[config.mk]
export PLATFORM = sky130hd
export DESIGN_NAME = zbuffer_writer
export DESIGN_NICKNAME = d
export VERILOG_FILES = /design/src/rtl/zbuffer_writer.sv
export SDC_FILE = /design/constraint.sdc
export NUM_CORES = 1
export LEC_CHECK = 0
export CORE_MARGIN = 1.5
export CORE_UTILIZATION = 43
export CTS_BUF_LIST = sky130_fd_sc_hd__clkbuf_16
export DETAILED_ROUTE_END_ITERATION = 16
export DONT_BUFFER_PORTS = 1
export PLACE_DENSITY_LB_ADDON = 0.3
export SLEW_MARGIN = 20
export SYNTH_ARGS = -nofsm -noshare
export SYNTH_HDL_FRONTEND = slang
export SYNTH_SLANG_ARGS = --single-unit
[constraint.sdc]
create_clock -name clock -period 5.1 [get_ports clock]
set_input_delay 0.765 -clock clock [delete_from_list [all_inputs] [get_ports clock]]
set_output_delay 0.765 -clock clock [all_outputs]
set_load 0.02 [all_outputs]
[src/rtl/zbuffer_writer.sv]
// zbuffer_writer: depth-tested fragment sink writing colors to an SDRAM frame buffer
// Ports: clock, reset (async, active-high); frag_addr/frag_color/frag_depth/frag_valid in and
// frag_stall out form the rasterizer handshake; done_in/done_out flag end of triangle;
// mem_* is a single Avalon-MM master; pass_count/reject_count are saturating statistics.
// Build option ZBUF_DEPTH_TEST_EN: enables the z-buffer read-compare-write path; without it every
// fragment goes straight to the frame buffer and reject_count stays 0.
module zbuffer_writer #(
    parameter int ADDR_W = 26,
    parameter logic [ADDR_W-1:0] DEPTH_OFFSET = ADDR_W'(26'h080000),
    parameter int CNT_W = 16
) (
    input  logic              clock,
    input  logic              reset,
    input  logic [ADDR_W-1:0] frag_addr,
    input  logic [23:0]       frag_color,
    input  logic [31:0]       frag_depth,
    input  logic              frag_valid,
    output logic              frag_stall,
    input  logic              done_in,
    output logic              done_out,
    output logic [ADDR_W-1:0] mem_address,
    output logic              mem_read,
    output logic              mem_write,
    output logic [31:0]       mem_writedata,
    input  logic [31:0]       mem_readdata,
    input  logic              mem_readdatavalid,
    input  logic              mem_waitrequest,
    output logic [CNT_W-1:0]  pass_count,
    output logic [CNT_W-1:0]  reject_count
);
    localparam logic [2:0] IDLE = 3'd0;
`ifdef ZBUF_DEPTH_TEST_EN
    localparam logic [2:0] ZREAD = 3'd1;
    localparam logic [2:0] ZWAIT = 3'd2;
    localparam logic [2:0] CMP = 3'd3;
    localparam logic [2:0] ZWRITE = 3'd4;
`endif
    localparam logic [2:0] CWRITE = 3'd5;
    logic [2:0] state;
`ifdef ZBUF_DEPTH_TEST_EN
    logic [ADDR_W-1:0] hold_addr;
    logic [23:0] hold_color;
    logic [31:0] hold_depth;
    logic [31:0] z_depth;
`else
    logic unused_inputs;
    assign unused_inputs = ^{frag_depth, mem_readdata, mem_readdatavalid};
    assign reject_count = '0;
`endif
    always_ff @(posedge clock or posedge reset) begin
        if (reset) begin
            state <= IDLE;
            frag_stall <= 1'b0;
            done_out <= 1'b0;
            mem_read <= 1'b0;
            mem_write <= 1'b0;
            mem_address <= '0;
            mem_writedata <= '0;
            pass_count <= '0;
`ifdef ZBUF_DEPTH_TEST_EN
            reject_count <= '0;
            hold_addr <= '0;
            hold_color <= '0;
            hold_depth <= '0;
            z_depth <= '0;
`endif
        end else begin
            case (state)
                IDLE: begin
                    if (frag_valid) begin
                        frag_stall <= 1'b1;
                        done_out <= 1'b0;
`ifdef ZBUF_DEPTH_TEST_EN
                        hold_addr <= frag_addr;
                        hold_color <= frag_color;
                        hold_depth <= frag_depth;
                        state <= ZREAD;
                        mem_read <= 1'b1;
                        mem_address <= frag_addr + DEPTH_OFFSET;
`else
                        state <= CWRITE;
                        mem_write <= 1'b1;
                        mem_address <= frag_addr;
                        mem_writedata <= {8'h00, frag_color};
`endif
                    end else if (done_in) begin
                        done_out <= 1'b1;
                    end
                end
`ifdef ZBUF_DEPTH_TEST_EN
                ZREAD: begin
                    if (!mem_waitrequest) begin
                        mem_read <= 1'b0;
                        state <= ZWAIT;
                    end
                end
                ZWAIT: begin
                    if (mem_readdatavalid) begin
                        z_depth <= mem_readdata;
                        state <= CMP;
                    end
                end
                CMP: begin
                    // mem_address still holds the depth address from ZREAD
                    if (hold_depth < z_depth) begin
                        state <= ZWRITE;
                        mem_write <= 1'b1;
                        mem_writedata <= hold_depth;
                    end else begin
                        state <= IDLE;
                        frag_stall <= 1'b0;
                        if (!(&reject_count)) reject_count <= reject_count + CNT_W'(1);
                    end
                end
                ZWRITE: begin
                    if (!mem_waitrequest) begin
                        state <= CWRITE;
                        mem_address <= hold_addr;
                        mem_writedata <= {8'h00, hold_color};
                    end
                end
`endif
                CWRITE: begin
                    if (!mem_waitrequest) begin
                        state <= IDLE;
                        mem_write <= 1'b0;
                        frag_stall <= 1'b0;
                        if (!(&pass_count)) pass_count <= pass_count + CNT_W'(1);
                    end
                end
                default: state <= IDLE;
            endcase
        end
    end
endmodule
Yosys cells after proc, flatten, opt, wreduce, memory -nomap -nowiden
Cells that the tools add are included.
Operators by class
  add/sub/neg operators: 1
  equality and inequality tests: 3
  mux-type cells: 8
  bitwise logic cells: 2
  reductions and logical operators: 9
Operator list (number)
  $add 16x1->16 const B: 1
  $reduce_and 16->1: 1
  $mux 3: 2
  $pmux 3 s2: 1
  $reduce_and 2->1: 3
  $reduce_and 3->1: 2
  $mux 1: 4
  $ne 2x2->1 const B: 2
  $reduce_bool 2->1: 2
  $eq 3x3->1 const B: 1
  $logic_not 3->1: 1
  $not 1->1: 2
  $pmux 1 s2: 1
Storage, ports and cells
  bits in registers: 71
  input port bits: 120
  output and inout bits: 94
  word-level logic and storage cells: 29

Depth between registers and ports, before layout
  depth after elaboration: 3
  gate-level depth with buffers: 5
  mapped depth without buffers: 5

Least setup slack after synthesis
Ideal clock, no wire load.
  kind: input -> register
  start point: in mem_waitrequest
  end point: reg pass_count[15]
  library setup time: 125 ps
  arrival: 1978 ps
  data required time: 4975 ps
  path slack: 2997 ps
  stages on the path: 4
  buffers on the path: 0
  path through: nand2b_1 > or4b_4 > nor4_2 > mux2_2
Between the ends
  cells in the longest elaborated chain, start to end: 2
RTL lines
  start, declared: RTL line 27  | input logic mem_waitrequest,
  $not 1->1 (no line)
  $reduce_and 3->1 (no line)
  end signal, assigned: RTL line 128  | if (!(&pass_count)) pass_count <= pass_count + CNT_W'(1);
  end, declared: RTL line 28  | output logic [CNT_W-1:0] pass_count,
No other way between the ends.
A chain may end at the register's enable or synchronous reset.

Final worst setup path
  start point: reg pass_count[0]
  end point: reg pass_count[1]
Between the ends
  cells in the longest elaborated chain, start to end: 3
  elaborated cells between the ends (all ways): 4
  classes of those cells: add/sub: 1; bitwise: 1; reduce/logical: 2
RTL lines
  branches (longest 3 deep; another with $add 16x1->16)
Parallel ways; which one is timed is not known.

==> metrics.md <==
| Metric | Value |
|---|---|
| Status | `finished clean` |
| Critical Path End | `pass_count[1]$_DFFE_PP0P_` |
| Crit-path cells | `ha_1, nand4_2, o41ai_4, mux2_4` |
| Final Cycle Share | `41.9%` |
| Ys flop type | `dfrtp_1` |
| Post-CTS Resized | `0` |
| CP arrival | `2330 ps` |
| Post-CTS Hold Buffers | `0` |
| Wirelength per Cell | `16.2 um` |
| Switching part of the total power | `32.5%` |
| Post-route ant nets | `0` |
| Starting Density | `44.0%` |
| Internal power | `0.00113 W` |
| Vias in the first global route | `1558` |
| Port bufs | `0` |
| RSZ-0062 raised after global routing | `false` |
| All-Layer GR Usage | `13.8%` |
| Clk buf depth | `2` |
| Cells after DPL | `287` |
| Total grt overflow | `0` |
| F_max | `469 MHz` |
| Worst endpoint required time | `5300 ps` |
| Worst min path class | `in -> async` |
| Net Switching | `0.000546 W` |
| Worst R2R Setup Slack | `2970 ps` |
| Cell taking the most area after synthesis | `dfrtp_1` |
| Register clock-pin slew on the reported worst setup and hold paths | `50 ps` |
| Final setup skew | `3.85 ps` |
| R2R cell count | `4` |
| First-pass GRT wire length | `7810 um` |
| Sequential Power Share | `53.7%` |
| Sink Count | `68` |
| Mapped Cells | `213` |
| Crit start category | `flop` |
| Final setup fails | `0` |
| Logic pwr share | `11.6%` |
| Initial DRC count | `44` |
| Crit path time final | `2130 ps` |
| Core area | `0.00672 mm2` |
| IO Pins | `214` |
| Largest net degree at the start of global routing | `39` |
| Routed vias/inst | `5.13` |
| Post-Syn Area per Cell | `13.9 um2` |
| Root Buffer | `clkbuf_16` |
| Clock power frac | `34.7%` |
| Total negative setup slack | `0 ps` |
| Final hold viol count | `0` |
| Initial antenna violation count | `0` |
| Post-synth cell types | `30` |
| Die height | `86.0 um` |
| Critical path class | `reg -> reg` |
| CTS tree | `yes` |
| CP max-delay cell | `o41ai_4` |
| Post-Syn Area | `0.00296 mm2` |
| Seq/Total Area, Yosys | `57.5%` |
| Pin slew with the least headroom to its limit | `647 ps` |
| Top-area cell type share of the netlist area | `57.5%` |
| Commonest non-fill, non-tap cells in the layout | `dfrtp_1 (68), mux2_2 (52), conb_1 (25), clkbuf_16 (9), xor2_1 (7)` |
| FFs w/ async S/R, synth | `100%` |
| Max_cap viols | `0` |
| Post-CTS setup buffers | `0` |
| Leak | `1.44 nW` |
| Synthesis warning total | `1` |
| # nets final | `339` |
| Die ar. | `0.00739 mm2` |
| Peak supply drop | `0.240 mV` |
| DP HPWL | `3410 um` |
| Worst r2r src | `pass_count[0]$_DFFE_PP0P_` |
| Residual DRC | `0` |
| Most common cell after layout, fill and taps aside | `dfrtp_1` |
| Worst setup EP type | `flop` |
| Worst Setup SP | `pass_count[0]$_DFFE_PP0P_` |
| CP Max Fanout | `8` |
| Drt total wl | `4920 um` |
| Cell area power density | `520 mW/mm2` |
| Drt pass-1 iters | `4` |
| Std cell rows | `30` |
| Slew margin rel. | `56.8%` |
| Worst R2R End | `pass_count[1]$_DFFE_PP0P_` |
| Ant diodes | `0` |
| Fraction of layout cells with a size suffix above 1 | `36.3%` |
| Area grow syn2layout | `9.22%` |
| Post-synth EDFFs | `0` |
| Vias after detailed routing | `1555` |
| # H-tree levels | `3` |
| Slowest stage delay, CP | `650 ps` |
| Slew Limit Fails | `0` |
| RePlAce Congestion | `0.715` |
| Die width | `86.0 um` |
| Area contributors post-synth | `dfrtp_1 (58%), mux2_2 (20%), buf_4 (6.6%)` |
| Final std cells w/o fill | `303` |
| Yosys reg bits | `68` |
| Worst-Skew Late Latency | `320 ps` |
| Clock buffer count from CTS | `9` |
[through the flow]
stage / util (%) / hold WS (ps) / setup slack (ps) / cell area (um2) / power [W]
2_1_floorplan: - / 594 / 2620 / 3050 / 0.00108
3_3_place_gp: 43.9 / 618 / 2850 / 2950 / 0.00110
3_5_place_dp: 43.9 / 621 / 2820 / 2950 / 0.00111
4_1_cts: 48.1 / 424 / 2930 / 3230 / 0.00170
5_1_grt: 48.1 / 460 / 2820 / 3230 / 0.00176
6_report: 48.1 / 418 / 2970 / 3230 / 0.00168
[critical path, delay by kind of cell (launching register included)]
kind	cells	cell delay, ps
simple gates	1	240
compound gates	1	650
fa+ha+maj	1	250
flops	1	540
mux	1	340
[synth_stat cells, types with 2 or more instances]
| cell type | instances |
|---|---|
| dfrtp_1 | 68 |
| mux2_2 | 52 |
| inv_1 | 5 |
| o21ai_0 | 5 |
| nor3_1 | 5 |
| nand2_1 | 3 |
| nand3_1 | 5 |
| buf_4 | 26 |
| nand4_2 | 2 |
| xor2_1 | 7 |
| nor2_1 | 4 |
| xnor2_1 | 5 |
| nand4_1 | 2 |
| buf_2 | 5 |
| nor2b_1 | 3 |
| nor4_2 | 2 |
[area by class of cell]
cell class                 instances  area (um2)
fill                             607        3490
clock buffer                       9         225
sequential                        68        1700
tap                               80         100
multi-input combinational        132        1110
inverter                           5        18.8
timing repair buffer               2        15.0
clock inverter                     7        58.8
[power groups by stage]
stage | registers, W | clock network, W | logic, W
6_report | 0.000903 | 0.000583 | 0.000194
5_1_grt | 0.000922 | 0.000622 | 0.000220
4_1_cts | 0.000907 | 0.000599 | 0.000198
3_5_place_dp | 0.000913 | 0 | 0.000199
3_3_place_gp | 0.000913 | 0 | 0.000191
2_1_floorplan | 0.000882 | 0 | 0.000194
[state kept, by name, indices dropped and copies added, names as in the netlist]
| register | cells |
|---|---|
| mem_address | 26 |
| mem_writedata | 24 |
| pass_count | 16 |
| done_out | 1 |
| state | 1 |
[cell families (layout without fill, tap and decap cells)]
| logic type | count (synthesis) | after routing | share of synthesized area [%] |
|---|---|---|---|
| AO/OA/AOI/OAI | 9 | 9 | 2.54 |
| XOR/XNOR | 12 | 12 | 3.55 |
| adder cells (fa/ha/maj) | 1 | 1 | 0.423 |
| buffers and inverters | 37 | 23 | 8.20 |
| flip-flops | 68 | 68 | 57.5 |
| multiplexers | 53 | 53 | 20.3 |
| other | 1 | 25 | 0.127 |
| AND/OR/NAND/NOR | 32 | 32 | 7.36 |
[worst min-delay path by stage]
stage / depth (start not counted) / start / slack (ps) / to
floorplan: 2 / done_out$_DFFE_PP0P_ / 590 / done_out$_DFFE_PP0P_
global placement: 2 / done_out$_DFFE_PP0P_ / 620 / done_out$_DFFE_PP0P_
detailed placement: 2 / done_out$_DFFE_PP0P_ / 620 / done_out$_DFFE_PP0P_
CTS: 1 / reset / 420 / pass_count[12]$_DFFE_PP0P_
global route: 1 / reset / 460 / pass_count[12]$_DFFE_PP0P_
finish: 1 / reset / 420 / pass_count[12]$_DFFE_PP0P_
[metal layers]
metal,track usage [%],share of wire (%),vias to the layer above
met1,16.9,42,759
met4,6.60,1.5,0
li1,-,-,693
met2,20.6,46,94
met3,6.54,11,9
met5,0,0,-
Note: power is estimated with default switching activity, not from simulation.
